`src/rtl/pc_gen_if.sv`:
```
// Control/status bundle between decode/execute and the next-PC generator.
// The master drives PC-selection controls; the slave (pc_gen) returns PC state.
interface pc_gen_if #(
    parameter int unsigned XLEN      = 64,
    parameter int unsigned IMM_BITS  = 32,
    parameter int unsigned RAS_DEPTH = 4
);
    localparam int unsigned CntW = $clog2(RAS_DEPTH) + 1;

    logic                en;
    logic [2:0]          pc_mode;
    logic [XLEN-1:0]     pc_new;
    logic [IMM_BITS-1:0] imm;
    logic [XLEN-1:0]     reg_val;
    logic                ras_push;
    logic                trap;
    logic [XLEN-1:0]     trap_vec;
    logic [XLEN-1:0]     pc;
    logic [XLEN-1:0]     pc_prev;
    logic                misalign;
    logic [XLEN-1:0]     bad_target;
    logic [CntW-1:0]     ras_count;

    modport master (
        output en, pc_mode, pc_new, imm, reg_val, ras_push, trap, trap_vec,
        input  pc, pc_prev, misalign, bad_target, ras_count
    );

    modport slave (
        input  en, pc_mode, pc_new, imm, reg_val, ras_push, trap, trap_vec,
        output pc, pc_prev, misalign, bad_target, ras_count
    );
endinterface

```
`src/rtl/pc_gen.sv`:
```
// Next-PC generator and PC register for fetch, with trap redirect, misalignment
// detection and a circular return-address stack for call/return prediction.
module pc_gen #(
    parameter int unsigned    XLEN         = 64,
    parameter int unsigned    IMM_BITS     = 32,
    parameter logic [XLEN-1:0] RESET_VECTOR = '0,
    parameter int unsigned    RAS_DEPTH    = 4
) (
    input logic     clk,
    input logic     rst_n,
    pc_gen_if.slave bus
);
    localparam int unsigned PtrW = $clog2(RAS_DEPTH);
    localparam int unsigned CntW = PtrW + 1;

    localparam logic [2:0] PcAdd4 = 3'd0;
    localparam logic [2:0] PcImm  = 3'd1;
    localparam logic [2:0] PcReg  = 3'd2;
    localparam logic [2:0] PcRas  = 3'd3;

    logic [XLEN-1:0] pc_q, pc_d;
    logic [XLEN-1:0] pc_prev_q, pc_prev_d;
    logic [XLEN-1:0] bad_target_q, bad_target_d;
    logic            misalign_q, misalign_d;
    logic [PtrW-1:0] top_q, top_d;
    logic [CntW-1:0] count_q, count_d;
    logic [XLEN-1:0] ras_q [RAS_DEPTH];

    logic [XLEN-1:0] sext_imm, reg_tgt, target, link;
    logic            ras_valid, pop, push, ras_we;
    logic [PtrW-1:0] ras_waddr;

    assign sext_imm  = XLEN'($signed(bus.imm));
    assign reg_tgt   = (bus.reg_val + sext_imm) & ~XLEN'(1);
    assign link      = pc_q + XLEN'(4);
    assign ras_valid = (count_q != '0);
    assign pop       = (bus.pc_mode == PcRas) && ras_valid;
    assign push      = bus.ras_push;

    always_comb begin
        target = pc_q;
        case (bus.pc_mode)
            PcAdd4:  target = pc_q + XLEN'(4);
            PcImm:   target = bus.pc_new + sext_imm;
            PcReg:   target = reg_tgt;
            PcRas:   target = ras_valid ? ras_q[top_q] : reg_tgt;
            default: target = pc_q;
        endcase
    end

    always_comb begin
        pc_d         = pc_q;
        pc_prev_d    = pc_prev_q;
        bad_target_d = bad_target_q;
        misalign_d   = 1'b0;
        top_d        = top_q;
        count_d      = count_q;
        ras_we       = 1'b0;
        ras_waddr    = top_q;
        if (bus.trap) begin
            pc_d      = bus.trap_vec & ~XLEN'(3);
            pc_prev_d = pc_q;
        end else if (bus.en) begin
            if (target[1:0] != 2'b00) begin
                misalign_d   = 1'b1;
                bad_target_d = target;
            end else begin
                pc_d      = target;
                pc_prev_d = pc_q;
            end
            // RAS follows the control flow even when the target is rejected
            if (push && pop) begin
                ras_we = 1'b1;
            end else if (push) begin
                ras_we    = 1'b1;
                ras_waddr = top_q + PtrW'(1);
                top_d     = top_q + PtrW'(1);
                if (count_q != CntW'(RAS_DEPTH)) count_d = count_q + CntW'(1);
            end else if (pop) begin
                top_d   = top_q - PtrW'(1);
                count_d = count_q - CntW'(1);
            end
        end
    end

    always_ff @(posedge clk) begin
        if (!rst_n) begin
            pc_q         <= RESET_VECTOR;
            pc_prev_q    <= RESET_VECTOR;
            bad_target_q <= '0;
            misalign_q   <= 1'b0;
            top_q        <= '0;
            count_q      <= '0;
        end else begin
            pc_q         <= pc_d;
            pc_prev_q    <= pc_prev_d;
            bad_target_q <= bad_target_d;
            misalign_q   <= misalign_d;
            top_q        <= top_d;
            count_q      <= count_d;
        end
    end

    // Entries carry no reset; only counted-valid entries are ever read
    always_ff @(posedge clk) begin
        if (rst_n && ras_we) ras_q[ras_waddr] <= link;
    end

    assign bus.pc         = pc_q;
    assign bus.pc_prev    = pc_prev_q;
    assign bus.misalign   = misalign_q;
    assign bus.bad_target = bad_target_q;
    assign bus.ras_count  = count_q;
endmodule

```
`src/flat_wrapper.sv`:
```
// flat-port wrapper written by rule: the top's interface ports become plain ports
module pc_gen_flat 
#(
    parameter int unsigned    XLEN         = 64,
    parameter int unsigned    IMM_BITS     = 32,
    parameter logic [XLEN-1:0] RESET_VECTOR = '0,
    parameter int unsigned    RAS_DEPTH    = 4
)
  (clk, rst_n, bus_en, bus_pc_mode, bus_pc_new, bus_imm, bus_reg_val, bus_ras_push, bus_trap, bus_trap_vec, bus_pc, bus_pc_prev, bus_misalign, bus_bad_target, bus_ras_count);
  pc_gen_if #(.XLEN(XLEN), .IMM_BITS(IMM_BITS), .RAS_DEPTH(RAS_DEPTH)) bus_i ();
  input logic clk;
  input logic rst_n;
  input wire logic [$bits(bus_i.en)-1:0] bus_en;
  input wire logic [$bits(bus_i.pc_mode)-1:0] bus_pc_mode;
  input wire logic [$bits(bus_i.pc_new)-1:0] bus_pc_new;
  input wire logic [$bits(bus_i.imm)-1:0] bus_imm;
  input wire logic [$bits(bus_i.reg_val)-1:0] bus_reg_val;
  input wire logic [$bits(bus_i.ras_push)-1:0] bus_ras_push;
  input wire logic [$bits(bus_i.trap)-1:0] bus_trap;
  input wire logic [$bits(bus_i.trap_vec)-1:0] bus_trap_vec;
  output wire logic [$bits(bus_i.pc)-1:0] bus_pc;
  output wire logic [$bits(bus_i.pc_prev)-1:0] bus_pc_prev;
  output wire logic [$bits(bus_i.misalign)-1:0] bus_misalign;
  output wire logic [$bits(bus_i.bad_target)-1:0] bus_bad_target;
  output wire logic [$bits(bus_i.ras_count)-1:0] bus_ras_count;
  assign bus_i.en = bus_en;
  assign bus_i.pc_mode = bus_pc_mode;
  assign bus_i.pc_new = bus_pc_new;
  assign bus_i.imm = bus_imm;
  assign bus_i.reg_val = bus_reg_val;
  assign bus_i.ras_push = bus_ras_push;
  assign bus_i.trap = bus_trap;
  assign bus_i.trap_vec = bus_trap_vec;
  assign bus_pc = bus_i.pc;
  assign bus_pc_prev = bus_i.pc_prev;
  assign bus_misalign = bus_i.misalign;
  assign bus_bad_target = bus_i.bad_target;
  assign bus_ras_count = bus_i.ras_count;
  pc_gen #(.XLEN(XLEN), .IMM_BITS(IMM_BITS), .RESET_VECTOR(RESET_VECTOR), .RAS_DEPTH(RAS_DEPTH)) u_core (.clk(clk), .rst_n(rst_n), .bus(bus_i));
endmodule
```
`config.mk`:
```
export PLATFORM = sky130hd
export DESIGN_NAME = pc_gen_flat
export DESIGN_NICKNAME = d
export VERILOG_FILES = /design/src/rtl/pc_gen_if.sv /design/src/rtl/pc_gen.sv /design/src/flat_wrapper.sv
export SDC_FILE = /design/constraint.sdc
export NUM_CORES = 1
export LEC_CHECK = 0
export CAP_MARGIN = 20
export CORE_MARGIN = 5
export CORE_UTILIZATION = 35
export DETAILED_ROUTE_END_ITERATION = 10
export MAX_ROUTING_LAYER = met4
export SYNTH_ARGS = -nofsm -noshare
export SYNTH_HDL_FRONTEND = slang
export SYNTH_SLANG_ARGS = --single-unit
export TNS_END_PERCENT = 10
```
`constraint.sdc`:
```
create_clock -name clk -period 7.8 [get_ports clk]
set_input_delay 1.56 -clock clk [delete_from_list [all_inputs] [get_ports clk]]
set_output_delay 1.56 -clock clk [all_outputs]
set_load 0.01 [all_outputs]
```
Word-level counts from Yosys, hierarchy flattened

Memory sizes are Yosys's and may differ from the RTL's. A register that Yosys moved wholly into a read port is not among the register bits.
Cells that the tools add are included.

Bits in latches: 0
Register bits: 198
Output and inout port bits: 196
Logic and storage cells: 67
Memories: 1
Bits in read-only memories: 0
Bits in writable memories: 256
Input bits: 232

Memory list:

| name         | depth | width | rd ports | clocked after memory_dff | wr ports | RTL line     | text |
|---|---|---|---|---|---|---|---|
| u_core.ras_q | 4     | 64    | 1        | 1                        | 1        | pc_gen.sv:27 | `logic [XLEN-1:0] ras_q [RAS_DEPTH];` |

Bitwise gates (word level): 5
Multiply operators: 0
Reductions and logical operators: 15
Add/sub/neg operators: 7
Shift operators: 0
Divide/modulo/power cells: 0
Mux-type cells: 26
Order comparisons: 0
Equal/unequal tests: 6

Operators with widths:

| cell                  | count |
|---|---|
| $mux 64               | 7 |
| $pmux 64 s4           | 1 |
| $add 64x64->64        | 2 |
| $add 64x3->64 const B | 1 |
| $mux 2                | 8 |
| $mux 3                | 3 |
| $mux 1                | 7 |
| $eq 3x2->1 const B    | 2 |
| $reduce_bool 2->1     | 3 |
| $not 1->1             | 5 |
| $reduce_and 5->1      | 1 |
| $reduce_and 2->1      | 2 |
| $reduce_and 4->1      | 1 |
| $add 3x1->3 const B   | 1 |
| $eq 3x1->1 const B    | 1 |
| $logic_and 1x1->1     | 3 |
| $logic_not 3->1       | 1 |
| $ne 3x3->1 const B    | 1 |
| $reduce_and 3->1      | 1 |
| $reduce_bool 3->1     | 1 |
| $reduce_or 3->1       | 1 |
| $sub 3x1->3 const B   | 1 |
| $add 2x1->2 const B   | 1 |
| $ne 2x1->1 const B    | 1 |
| 3 further kinds       | 3 |

Logic depth before layout (Yosys ltp)

Gate-level depths: netlist of run 1.

Depth after elaboration: 9
Mapped depth: 14

Least setup slack after synthesis of run 1

Ideal clock, no wire load.

Kind: input to register
From: in bus_pc_mode[1]
To: mem u_core.ras_q[2][0], enable pin
Required time: 7.235 ns
Stages on the path: 9
Slack: -0.348 ns
Library setup time: 0.565 ns
Arrival time: 7.584 ns
Cell sequence: nor2b_1 -> and3_1 -> clkbuf_1 -> clkbuf_1 -> clkbuf_1 -> a21boi_0 -> a21oi_1 -> inv_1 -> nor3_1

Cells in the longest elaborated chain, start to end: 9
Elaborated cells between the ends (all ways): 12
Those cells by class: 1 x eq/ne; 8 x mux; 3 x reduce/logical

Ends and longest elaborated chain:

| element                      | RTL line           | text |
|---|---|---|
| start: declaration           | flat_wrapper.sv:14 | `input wire logic [$bits(bus_i.pc_mode)-1:0] bus_pc_mode;` |
| $eq 3x2->1 (*)               | pc_gen.sv:37       | `assign pop = (bus.pc_mode == PcRas) && ras_valid;` |
| $logic_and 1x1->1 (*)        | pc_gen.sv:37       |  |
| $logic_and 1x1->1 (*)        | pc_gen.sv:72       | `if (push && pop) begin` |
| $mux 1                       | pc_gen.sv:72       |  |
| $mux 1                       | pc_gen.sv:63       | `end else if (bus.en) begin` |
| $mux 1                       | pc_gen.sv:60       | `if (bus.trap) begin` |
| $logic_and 1x1->1            | pc_gen.sv:106      | `if (rst_n && ras_we) ras_q[ras_waddr] <= link;` |
| $mux 1                       | pc_gen.sv:106      |  |
| $mux 1 (implied by the code) | pc_gen.sv:106      |  |
| end: declaration             | pc_gen.sv:27       |  |

Every way passes the cells marked *; elsewhere a longest branch is shown, timed or not.

Final worst setup path of run 1

From: in bus_imm[0]
To: reg u_core.bad_target_q[50], in the netlist u_core.bus.bad_target[50]

Cells in the longest elaborated chain, start to end: 5
Elaborated cells between the ends (all ways): 6
Those cells by class: 2 x add/sub; 2 x mux; 2 x reduce/logical

Ends and longest elaborated chain:

| element                           | RTL line           | text |
|---|---|---|
| start: declaration                | flat_wrapper.sv:16 | `input wire logic [$bits(bus_i.imm)-1:0] bus_imm;` |
| $add 64x64->64                    | pc_gen.sv:34       | `assign reg_tgt = (bus.reg_val + sext_imm) & ~XLEN'(1);` |
| $mux 64                           | pc_gen.sv:46       | `PcRas: target = ras_valid ? ras_q[top_q] : reg_tgt;` |
| $pmux 64 s4 (*)                   | pc_gen.sv:42       | `case (bus.pc_mode)` |
| $reduce_bool 2->1                 | pc_gen.sv:64       | `if (target[1:0] != 2'b00) begin` |
| $reduce_and 3->1 (no source line) | n/a                |  |
| end signal: assignment            | pc_gen.sv:97       | `bad_target_q <= bad_target_d;` |
| end: declaration                  | pc_gen.sv:23       | `logic [XLEN-1:0] bad_target_q, bad_target_d;` |

Marks and branches as above.
A chain may end at the register's enable or synchronous reset.

==> impl_metrics.ini, run 1 <==
[clock_tree]
postCtsSetupBuffers = 0
clock-sinks = 456
cts_buffers = 44
clock-root-buffer = clkbuf_16
clk_pin_slew_ps = 70
htreeDepth = 2
cts_buffer_depth = 3
clk_latency_ps = 570
cts_tree = built
holdBufCountCts = 0
cts_resized = 0

[yosys]
synth_area_per_cell_um2 = 9.28
ys_ff_latch = 456
synthFlopType = edfxtp_1
synth_mux_area_share_pct = 5.95
synth_compound_area_share_pct = 22.3
synth.net_count = 3441
synth_fa_ha_area_share_pct = 5.82
synthSimpleGateAreaFrac_pct = 16.9
async_flop_share_pct = 0
ys_warn_count = 0
syn_area_um2 = 28600
synth_top_family_by_area = compound AO/OA/AOI/OAI gates
seq_area_frac_synth_pct = 40.9
ys_types = 104
synth_cells = 3078
synth-edff-count = 256
synth-xor-area-share_pct = 4.54

[floorplan]
coreArea_um2 = 80700
rows = 104
die_area_um2 = 87400
die_x_um = 296
start_util_pct = 35.4
boundaryPins = 428
die_h_um = 296

[detailed_routing]
vias_per_cell = 5.91
drtIter0Drc = 2813
drt_first_pass_iters = 7
ant_nets = 0
via_count = 26500
wire_per_inst_um = 26.7
finalWirelength_um = 120000
route.detailed.drc = 0

[place]
gp_congestion = 0.964
hpwlAfterDp_um = 91000
placedCellCount = 4399
io_buffer_count = 425

[timing]
slew-limit-headroom_pct = 14.0
worstMarginPinSlew_ps = 1260
max_clock_freq_mhz = 169
rsz0062_at_grt = false
final-max-slew-violation-count = 0
period_minus_slack_ps = 5920
fin_crit_sh_pct = 75.8
hold_violations = 0
clock_skew_ps = 21.1
setup_viol = 0

[critical_path]
path_max_fanout = 7
crit_path_max_incr_delay_ps = 1100
cp-end-kind = flip-flop
critPathKind = input port to flip-flop
start_kind = input port
cp_cell_sequence = clkdlybuf4s50_1 -> ha_1 -> inv_1 -> fa_1 -> nor2b_1 -> o2111ai_1 -> a21oi_2 -> o31ai_4 -> nor4_1 -> nor4_1 -> a2111oi_0 -> and3_1 -> o31ai_1 -> and2_1
required_ps = 8270
critical-path-top-delay-family = compound AO/OA/AOI/OAI gates
worst-path-buf-inv = 2
cp_data_arrival_time_ps = 6380
cp_common_cell = nor4_1
cp_slowest_cell = a2111oi_0

[global_routing]
grt_pass1_wl_um = 171000
track_usage_pct = 26.9
grt_pass1_vias = 25200
antenna_found_initial = 11
gr-total-overflow = 0
grt_start_max_net_pins = 72

[power_and_ir_drop]
leakage_nw = 12.3
p_per_area_nw_per_um2 = 190
peakVddDrop_uv = 202

[final_layout]
area_growth_pct = 23.7
finalNonFillerCells = 4494
fill_cells = 7938
ff_latch_area_um2 = 11700
nets = 3749
fin_util_pct = 43.8
multiInputGateArea_um2 = 15900
drive_gt1_share_pct = 7.36

[flow_run]
maxCapViolCount = 0

[run_status]
status = complete, no violations

[worst_hold_path]
hold_class = flip-flop to flip-flop
## layout by cell type (no fill, tap or decap), drive strengths merged, types with 64 or more instances in the layout
master / instances
nand4: 72
nand2: 410
edfxtp: 256
ha: 128
nand3: 105
xnor2: 92
dfxtp: 200
o21ai: 224
a21oi: 329
mux4: 64
clkdlybuf4s50: 421
nor2: 206
## routing by layer
| layer | vias to the layer above | wire length, um | track usage [%] |
|---|---|---|---|
| li1 | 12300 | - | - |
| met2 | 1231 | 50200 | 38.1 |
| met1 | 12900 | 53500 | 38.6 |
| met4 | 0 | 2880 | 6.06 |
| met3 | 131 | 13200 | 7.23 |
| met5 | - | 0 | - |
## cell type report
cell class                      count  area share, %
Multi-Input combinational cell   2371           45.1
Clock inverter                     28          0.981
Sequential cell                   456           33.1
Timing Repair Buffer              470           13.1
Clock buffer                       54           3.37
Inverter                           43          0.468
Tap cell                         1060           3.76
Antenna cell                       12         0.0850
## stage by stage
step	hold WS, ps	setup TNS (ps)	setup WS [ps]	instance area [um2]	power, mW
3_5_place_dp	443	0	1510	33700	4.40
4_1_cts	452	0	2100	35300	6.69
6_report	450	0	1880	35300	6.70
3_3_place_gp	437	0	1520	33700	4.41
2_1_floorplan	476	-14400	-225	28600	3.67
5_1_grt	472	0	1920	35300	6.95
## sequential cells by signal, summed over array words and instances (netlist names), named ones only
name                   flops
u_core.ras_q             256
u_core.bus.bad_target     64
u_core.top_q               2
u_core.bus.ras_count       3
u_core.bus.pc             64
u_core.bus.misalign        1
u_core.bus.pc_prev        64
## logic make-up (layout without fill, tap and decap cells)
kind of cell    after synthesis  in the layout
simple gates               1025           1025
compound gates              980            980
flops                       456            456
buf+inv                     251            595
xor+xnor                    146            146
fa+ha+maj                   131            131
mux                          89             89
other cells                   0             12
## tightest hold or removal path: cells and delay by family (launching register included)
family / cells / cell delay [ps]
AO/OA/AOI/OAI: 1 / 50
flip-flops: 1 / 310
AND/OR/NAND/NOR: 1 / 50
## report_power, final
part | total [mW] | internal [mW] | switching, mW | leakage [nW]
Clock | 2.30 | 1.33 | 0.969 | 0.758
Sequential | 2.73 | 2.62 | 0.115 | 3.99
Combinational | 1.66 | 0.634 | 1.03 | 7.51
## worst paths after layout
path                                                     startpoint                                     end  slack (ps)  depth (start not counted)
worst max register to register        u_core.bus.pc[2]$_SDFFE_PN0P_  u_core.bus.bad_target[50]$_SDFFE_PN0P_        2930                         11
worst min register to register  u_core.bus.pc_prev[40]$_SDFFE_PN0P_     u_core.bus.pc_prev[40]$_SDFFE_PN0P_         450                          2
worst min-delay path            u_core.bus.pc_prev[40]$_SDFFE_PN0P_     u_core.bus.pc_prev[40]$_SDFFE_PN0P_         450                          2
worst max-delay path                                     bus_imm[0]  u_core.bus.bad_target[50]$_SDFFE_PN0P_        1880                         14
## synthesized netlist by cell type (all sizes together) (22+ instances only)
| master | n | area share (%) |
|---|---|---|
| nand2 | 410 | 5.4 |
| edfxtp | 256 | 27 |
| o211ai | 37 | 0.97 |
| a221oi | 36 | 1.1 |
| dfxtp | 200 | 14 |
| xor2 | 54 | 1.7 |
| ha | 128 | 5.6 |
| a21oi | 329 | 5.8 |
| nand3 | 105 | 1.9 |
| nor3 | 58 | 1.1 |
| nor2 | 206 | 2.7 |
| nand2b | 27 | 0.62 |
| and3 | 38 | 0.85 |
| a211oi | 36 | 0.95 |
| nand4 | 72 | 1.7 |
| a31oi | 24 | 0.53 |
| buf | 48 | 0.87 |
| inv | 42 | 0.55 |
| o31ai | 22 | 0.63 |
| mux4 | 64 | 5.0 |
| o21ai | 224 | 3.9 |
| a21o | 40 | 1.1 |
| o21a | 38 | 1.0 |
| and2 | 26 | 0.57 |
| xnor2 | 92 | 2.9 |
| clkbuf | 160 | 2.1 |
(Power assumes the default switching activity.)
==> inputs of run 2 (changes only) <==
==> constraint.sdc (replaced) <==
create_clock -name clk -period 5.77 [get_ports clk]
set_input_delay 1.154 -clock clk [delete_from_list [all_inputs] [get_ports clk]]
set_output_delay 1.154 -clock clk [all_outputs]
set_load 0.01 [all_outputs]
==> impl_metrics.ini, run 2 (synthesis gave the netlist of run 1 again) <==
[run_status]
status = complete, no violations

[timing]
worstMarginPinSlew_ps = 1050
timing.setup.tns_ps = 0
clock_skew_ps = 28.0
hold_violations = 0
final-max-slew-violation-count = 0
max_clock_freq_mhz = 213
slew-limit-headroom_pct = 29.3
period_minus_slack_ps = 4690
setup_viol = 0
rsz0062_at_grt = false
fin_crit_sh_pct = 81.4

[floorplan]
boundaryPins = 428
die_area_um2 = 87400
rows = 104
die_h_um = 296
die_x_um = 296
coreArea_um2 = 80700
start_util_pct = 35.4

[final_layout]
fill_cells = 7819
fin_util_pct = 44.0
largest_reg_flops = 256
layout_commonest_cell = clkdlybuf4s50_1
nets = 3780
layout_common_cells = 421 x clkdlybuf4s50_1, 409 x nand2_1, 326 x a21oi_1
top_register = u_core.ras_q
area_growth_pct = 24.4
final_cell_area_um2 = 35500
drive_gt1_share_pct = 8.08

[clock_tree]
holdBufCountCts = 0
cts_resized = 0
clock-sinks = 456
cts_buffers = 44
cts_buffer_depth = 3
clock-root-buffer = clkbuf_16
cts_tree = built
clk_pin_slew_ps = 60
htreeDepth = 2
clk_latency_ps = 580
postCtsSetupBuffers = 0

[detailed_routing]
route.detailed.drc = 0
drt_first_pass_iters = 5
drtIter0Drc = 2990
finalWirelength_um = 119000
vias_per_cell = 5.92
wire_per_inst_um = 26.3
via_count = 26800
ant_nets = 0

[critical_path]
path_max_fanout = 8
cp_data_arrival_time_ps = 5140
cp_common_cell = a21oi_1
cp_slowest_cell = a211oi_1
crit_path_max_incr_delay_ps = 640
cp-end-kind = flip-flop
startpoint = bus_imm[15]
critical-path-top-delay-family = compound AO/OA/AOI/OAI gates
cp_num_cells = 12
r2r_start = u_core.bus.pc[2]$_SDFFE_PN0P_
r2r_cells = 12
required_ps = 6220
r2r_slack_ps = 1470
worstSetupEndpoint = u_core.bus.pc[54]$_SDFFE_PN0P_
worst-path-buf-inv = 1
critPathKind = input port to flip-flop
start_kind = input port
timing.rr.end = u_core.bus.bad_target[48]$_SDFFE_PN0P_
cp_cell_sequence = clkdlybuf4s50_1 -> ha_1 -> a21oi_1 -> o21ai_0 -> nor4_1 -> o211ai_1 -> a21oi_4 -> a21oi_1 -> nand2b_1 -> a211oi_1 -> o2111ai_1 -> a32o_1

[global_routing]
grt_start_max_net_pins = 79
grt_pass1_vias = 25200
track_usage_pct = 26.5
gr-total-overflow = 0
grt_pass1_wl_um = 170000
antenna_found_initial = 8

[place]
hpwlAfterDp_um = 90800
place_area_um2 = 34100
gp_congestion = 0.944
io_buffer_count = 425

[power_and_ir_drop]
peakVddDrop_uv = 253
p_total_mw = 8.91
leakage_nw = 12.4
p_per_area_nw_per_um2 = 251

[flow_run]
maxCapViolCount = 0

[worst_hold_path]
hold_class = flip-flop to flip-flop
==> run 2: cell count changes in the layout (fill, tap and decap cells not counted), sizes merged <==
| cell | before | now |
|---|---|---|
| buf | 48 | 80 |
| diode | 12 | 7 |
| clkinvlp | 1 | 5 |
| bufinv | 7 | 4 |
| clkinv | 18 | 16 |
| clkbuf | 55 | 56 |
| inv | 45 | 44 |
==> run 2: worst min-delay path by stage <==
stage                                                  end  cells after the start                                    from
detailed placement   u_core.bus.bad_target[6]$_SDFFE_PN0P_                      2   u_core.bus.bad_target[6]$_SDFFE_PN0P_
floorplan           u_core.bus.bad_target[23]$_SDFFE_PN0P_                      2  u_core.bus.bad_target[23]$_SDFFE_PN0P_
global route           u_core.bus.pc_prev[46]$_SDFFE_PN0P_                      2     u_core.bus.pc_prev[46]$_SDFFE_PN0P_
finish               u_core.bus.bad_target[6]$_SDFFE_PN0P_                      2   u_core.bus.bad_target[6]$_SDFFE_PN0P_
global placement       u_core.bus.pc_prev[33]$_SDFFE_PN0P_                      2     u_core.bus.pc_prev[33]$_SDFFE_PN0P_
CTS                    u_core.bus.pc_prev[19]$_SDFFE_PN0P_                      2     u_core.bus.pc_prev[19]$_SDFFE_PN0P_
==> run 2: worst reg2reg max path, cell delays in order (launching register included) <==
cell,delay (ps)
dfxtp_1,620
ha_1,260
and2_0,370
nand3_1,190
nor3_1,190
buf_4,190
nand3_1,110
or3_1,330
xnor2_1,200
a221oi_1,700
nand3_1,480
o211ai_1,400
a21oi_1,110
==> run 2: area by class of cell <==
cell class	instances	area (um2)	share of cell area, %
Antenna cell	7	17.5	0.0493
Clock buffer	56	1170	3.28
Clock inverter	26	280	0.789
Inverter	43	164	0.461
Multi-Input combinational cell	2371	15900	44.8
Sequential cell	456	11700	32.9
Tap cell	1060	1330	3.73
Timing Repair Buffer	501	4940	13.9
==> run 2: power breakdown <==
| group | internal [mW] | switching (mW) | total (mW) |
|---|---|---|---|
| Combinational | 0.885 | 1.41 | 2.30 |
| Clock | 1.63 | 1.31 | 2.94 |
| Sequential | 3.54 | 0.137 | 3.68 |
==> run 2: metal layers <==
metal,up-vias,routed length [um],GRT usage (%)
met5,-,0,-
met4,0,2330,5.10
met3,126,11900,5.23
met2,1257,50600,38.3
met1,13100,54000,39.0
li1,12300,-,-
==> run 2: per-stage QoR <==
stage / setup slack, ps / hold WS (ps) / cells
after floorplan: -258 / 476 / 3078
after global placement: 626 / 438 / 4431
after detailed placement: 589 / 443 / 4431
after CTS: 1150 / 451 / 4513
after global routing: 939 / 469 / 4520
final: 1080 / 452 / 4520
